--- config.mk ---
export PLATFORM = sky130hd
export DESIGN_NAME = spi_regif_burst
export DESIGN_NICKNAME = d
export VERILOG_FILES = /design/src/rtl/spi_regif_burst.sv
export SDC_FILE = /design/constraint.sdc
export NUM_CORES = 1
export LEC_CHECK = 0
export CAP_MARGIN = 20
export CORE_AREA = 4 4 63 65
export CTS_CLUSTER_DIAMETER = 100
export DETAILED_ROUTE_END_ITERATION = 10
export DIE_AREA = 0 0 67 69
export PLACE_DENSITY = 0.87
export SETUP_SLACK_MARGIN = 0.1
export SYNTH_ARGS = -nofsm -noshare
export SYNTH_HDL_FRONTEND = slang
export SYNTH_SLANG_ARGS = --single-unit
--- constraint.sdc ---
create_clock -name clk -period 2.3 [get_ports clk]
set_input_delay 0.46 -clock clk [delete_from_list [all_inputs] [get_ports clk]]
set_output_delay 0.46 -clock clk [all_outputs]
set_load 0.05 [all_outputs]
--- src/rtl/spi_regif_burst.sv ---
// SPI slave register interface: oversampled SCLK/CS/MOSI, any CPOL/CPHA,
// 8-bit command byte followed by auto-incrementing DATA_W-bit burst words.
module spi_regif_burst #(
  parameter int ADDR_W      = 2,
  parameter int DATA_W      = 8,
  parameter int CPOL        = 0,
  parameter int CPHA        = 1,
  parameter int SYNC_STAGES = 2
) (
  input  logic              clk,
  input  logic              rst,
  input  logic              sclk,
  input  logic              cs,
  input  logic              mosi,
  output logic              miso,
  output logic [ADDR_W-1:0] addr,
  output logic [DATA_W-1:0] wr_data,
  output logic              wr_en,
  output logic              rd_en,
  input  logic [DATA_W-1:0] rd_data,
  output logic              busy,
  output logic              frame_err
);

  localparam int SH_W  = (DATA_W > 8) ? DATA_W : 8;
  localparam int CNT_W = $clog2(SH_W);
  localparam logic [CNT_W-1:0] CMD_LAST  = CNT_W'(7);
  localparam logic [CNT_W-1:0] WORD_LAST = CNT_W'(DATA_W - 1);
  localparam logic IDLE_LVL    = 1'(CPOL);
  localparam logic SAMPLE_LEAD = (CPHA == 0);

  typedef enum logic [1:0] {IDLE, CMD, WR, RD} state_t;

  state_t                 state;
  logic [SYNC_STAGES-1:0] sclk_sync, cs_sync, mosi_sync;
  logic                   sclk_q;
  logic                   cs_armed;
  logic                   rd_pend;
  logic [CNT_W-1:0]       bit_cnt;
  logic [SH_W-1:0]        shreg;

  logic              sclk_s, cs_s, mosi_s;
  logic              lead_edge, trail_edge, sample_edge, launch_edge;
  logic [7:0]        cmd_byte;
  logic [DATA_W-1:0] word;
  logic              unused_bits;

  assign sclk_s = sclk_sync[SYNC_STAGES-1];
  assign cs_s   = cs_sync[SYNC_STAGES-1];
  assign mosi_s = mosi_sync[SYNC_STAGES-1];

  // Leading edge leaves the idle level, trailing edge returns to it.
  assign lead_edge   = (sclk_s != IDLE_LVL) && (sclk_q == IDLE_LVL);
  assign trail_edge  = (sclk_s == IDLE_LVL) && (sclk_q != IDLE_LVL);
  assign sample_edge = SAMPLE_LEAD ? lead_edge  : trail_edge;
  assign launch_edge = SAMPLE_LEAD ? trail_edge : lead_edge;

  assign cmd_byte    = {shreg[6:0], mosi_s};
  assign word        = {shreg[DATA_W-2:0], mosi_s};
  assign unused_bits = ^{cmd_byte, shreg};

  assign miso = (state == RD) && shreg[DATA_W-1];

  // NOTE: mosi is synchronised with the same depth as sclk so the bit seen on
  // an edge-detect cycle is the one that was on the pin at that SCLK edge.
  always_ff @(posedge clk or posedge rst) begin
    if (rst) begin
      sclk_sync <= '0;
      cs_sync   <= '0;
      mosi_sync <= '0;
      sclk_q    <= 1'b0;
    end else begin
      sclk_sync <= {sclk_sync[SYNC_STAGES-2:0], sclk};
      cs_sync   <= {cs_sync[SYNC_STAGES-2:0], cs};
      mosi_sync <= {mosi_sync[SYNC_STAGES-2:0], mosi};
      sclk_q    <= sclk_s;
    end
  end

  always_ff @(posedge clk or posedge rst) begin
    if (rst) begin
      state     <= IDLE;
      addr      <= '0;
      wr_data   <= '0;
      wr_en     <= 1'b0;
      rd_en     <= 1'b0;
      busy      <= 1'b0;
      frame_err <= 1'b0;
      cs_armed  <= 1'b0;
      rd_pend   <= 1'b0;
      bit_cnt   <= '0;
      shreg     <= '0;
    end else begin
      // NOTE: strobes default low here and are raised below, so each is
      // exactly one clk wide without any separate clearing logic.
      wr_en     <= 1'b0;
      rd_en     <= 1'b0;
      frame_err <= 1'b0;
      rd_pend   <= rd_en;

      if (wr_en)   addr     <= addr + 1'b1;
      if (cs_s)    cs_armed <= 1'b1;
      if (rd_pend) shreg    <= SH_W'(rd_data);

      case (state)
        IDLE: begin
          bit_cnt <= '0;
          // After reset a high cs must be seen before a frame may start.
          if (!cs_s && cs_armed) begin
            state <= CMD;
            busy  <= 1'b1;
            shreg <= '0;
          end
        end

        default: begin
          // A sample edge in the same clk as cs rising is finished first.
          if (cs_s && !sample_edge) begin
            state   <= IDLE;
            busy    <= 1'b0;
            bit_cnt <= '0;
            if (state == CMD || bit_cnt != '0) frame_err <= 1'b1;
          end else if (sample_edge) begin
            case (state)
              CMD: begin
                if (bit_cnt == CMD_LAST) begin
                  bit_cnt <= '0;
                  addr    <= cmd_byte[ADDR_W-1:0];
                  shreg   <= '0;
                  if (cmd_byte[7]) begin
                    state <= RD;
                    rd_en <= 1'b1;
                  end else begin
                    state <= WR;
                  end
                end else begin
                  bit_cnt <= bit_cnt + 1'b1;
                  shreg   <= {shreg[SH_W-2:0], mosi_s};
                end
              end
              WR: begin
                if (bit_cnt == WORD_LAST) begin
                  bit_cnt <= '0;
                  wr_data <= word;
                  wr_en   <= 1'b1;
                end else begin
                  bit_cnt <= bit_cnt + 1'b1;
                  shreg   <= {shreg[SH_W-2:0], mosi_s};
                end
              end
              RD: begin
                if (bit_cnt == WORD_LAST) begin
                  bit_cnt <= '0;
                  addr    <= addr + 1'b1;
                  rd_en   <= 1'b1;
                end else begin
                  bit_cnt <= bit_cnt + 1'b1;
                end
              end
              default: ;
            endcase
          end else if (launch_edge && state == RD && bit_cnt != '0 && !rd_pend) begin
            // The first launch edge of a word is skipped so the MSB stays on miso.
            shreg <= shreg << 1;
          end
        end
      endcase
    end
  end

endmodule

==> results.cfg <==
[flow_run]
maxCapViolations = 0

[cts]
cts_resized = 0
clkLatencyLatePin_ns = 0.34
cts_hold_buf = 0
numCtsBuffers = 5
clock-sinks = 36
cts_tree = built
clockRootBuffer = clkbuf_4
cts.path.max_buffers = 2
post_cts_buffers = 0
htree_levels = 2
clk_pin_slew_worst_paths_ns = 0.10

[power]
power.static_leakage_nw = 0.907
powerDensity_nw_per_um2 = 744
power.total_mw = 1.55
vdd_ir_drop_max_mv = 0.453

[logic_synthesis]
yosysTopAreaCellShare_pct = 52.3
postSynthAreaPerCell_sq_um = 12.1
synth_most_common_cell = dfrtp_1
ys_ff_latch = 36
ys.flop_type = dfrtp_1
synth.area.top_cells = dfrtp_1 52%, ha_1 6.5%, mux2i_1 5.2%
syn-num-nets = 164
synth_cell_type_count = 44
synth_edf_count = 0
synthTopCellsByCount = 36 x dfrtp_1, 9 x ha_1, 9 x inv_1, 9 x mux2i_1, 9 x nand2_1
synthArstFlopShare_pct = 100
postSynthCellCount = 142
synth_area_sq_um = 1720
ys_seq_area_share_pct = 52.3
yosys_warnings = 0
yosys.area.top_type = dfrtp_1

[layout]
multiInputGateArea_sq_um = 764
drive_gt1_share_pct = 14.4
final_cell_area_sq_um = 2090
area_growth_pct = 21.4
seq_area_sq_um = 901
antenna-diode-count = 0
fillers = 266
nets = 195
stdcell_count = 220

[sta]
tightest_slew_ns = 0.676
max_slew_margin_pct = 54.9
fmax_mhz = 481
skew_ns = 0.00620
finalSetupViolCount = 0
fin_tns_setup_ns = 0
rsz0062_at_grt = false
slew_violations = 0
fin_crit_ns = 2.08
finalCritPeriodShare_pct = 90.3
fin_ws_ns = 0.223
hold_viol_final = 0

[floorplan]
die-area_sq_um = 4620
start_util_pct = 51.6
coreArea_sq_um = 3340
io-pin-count = 28
rows = 21
die_y_microns = 69
die_x_microns = 67

[grt]
antenna_found_initial = 0
track_usage_pct = 16.7
grt_pass1_wl_mm = 5.93
grt_max_degree = 37
grt_pass1_vias = 1292
gr-total-overflow = 0

[hold_path]
min_from = cs_sync[0]
hold_class = register to register

[critical_path]
crit_start = wr_en
worstSetupPathType = register to output port
worstPathCellList = clkdlybuf4s50_1
cp.required_ns = 1.84
worstSetupEndpointType = output port
r2r-start = state[0]
start_kind = register
cp_max_fo = 6
crit_buf_inv = 1
slowest_stage = clkdlybuf4s50_1
cp.arrival_ns = 1.62
cp_slowest_stage_delay_ns = 0.83
cp_top_family = buffers and inverters

[drt]
num_vias = 1221
vias_per_cell = 5.55
finalWirelength_mm = 3.44
ant_nets = 0
wire_per_inst_microns = 15.6
dr.pass1.iters = 4
drc = 0
drt-initial-drc-count = 84

[placed_design]
dpl_cell_area_sq_um = 2030
dp_cells = 212
dpl.hpwl_mm = 2.48
gp_congestion = 0.793
portBuffers = 27
pre_cts_slack_ns = 0.327

[run_status]
outcome = complete, no violations
[layout make-up]
| cell class | instances | area share (%) |
|---|---|---|
| well taps | 46 | 2.75 |
| inverters | 9 | 1.62 |
| repair buffers | 28 | 13.2 |
| flip-flops and latches | 36 | 43.1 |
| multi-input cells | 93 | 36.6 |
| clock buffers | 8 | 2.81 |
[where the power goes]
part | switching [mW] | total [mW] | internal (mW)
clock | 0.199 | 0.350 | 0.151
sequential | 0.0495 | 0.733 | 0.683
combinational | 0.306 | 0.472 | 0.167
[registers in the layout, indices dropped and copies added, names as in the netlist]
register   count
shreg          8
wr_data        8
bit_cnt        3
addr           2
cs_sync        2
mosi_sync      2
sclk_sync      2
state          2
busy           1
cs_armed       1
frame_err      1
rd_en          1
rd_pend        1
sclk_q         1
wr_en          1
[cells by family (layout without fill, tap and decap cells)]
group                    Yosys count  in the layout  synth area share [%]
flip-flops                        36             36                  52.3
adder cells (fa/ha/maj)            9              9                  6.54
multiplexers                      17             17                  10.5
XOR/XNOR                           2              2                  1.02
AND/OR/NAND/NOR                   36             36                  13.2
buffers and inverters             13             45                  3.34
AO/OA/AOI/OAI                     29             29                  13.1
[placed cells by master, fill, tap and decap left out, drive strengths merged, types with 3 or more instances in the layout]
cell type / count
nand3: 5
o2bb2ai: 6
nand2b: 3
clkdlybuf4s50: 26
nor3: 4
nand2: 9
o21ai: 5
dfrtp: 36
ha: 9
mux2: 8
a21oi: 5
mux2i: 9
inv: 9
nor2: 3
clkbuf: 8
[path summary, 6_finish.rpt]
path | to | slack, ns | depth (start not counted)
max | wr_en | 0.22 | 1
min | cs_sync[1] | 0.36 | 0
max reg2reg | wr_data[2] | 0.30 | 4
min reg2reg | cs_sync[1] | 0.36 | 0
max in group asynchronous | wr_data[4] | 1.47 | 3
min in group asynchronous | state[1] | 0.51 | 3
[per-stage QoR]
stage / util (%) / hold WS [ns]
after floorplan: - / 0.331
after detailed placement: 60.9 / 0.340
final: 62.7 / 0.360
after CTS: 62.7 / 0.363
after global routing: 62.7 / 0.371
after global placement: 60.9 / 0.333
[metal layers]
metal  part of all wire [%]  global-route usage [%]  up-vias
li1                       -                       -      567
met2                     47                    23.4       43
met5                      0                       0        -
met4                    2.6                    8.11        0
met3                    5.6                    4.87        7
met1                     45                    23.3      604
Note: power is estimated with default switching activity, not from simulation.
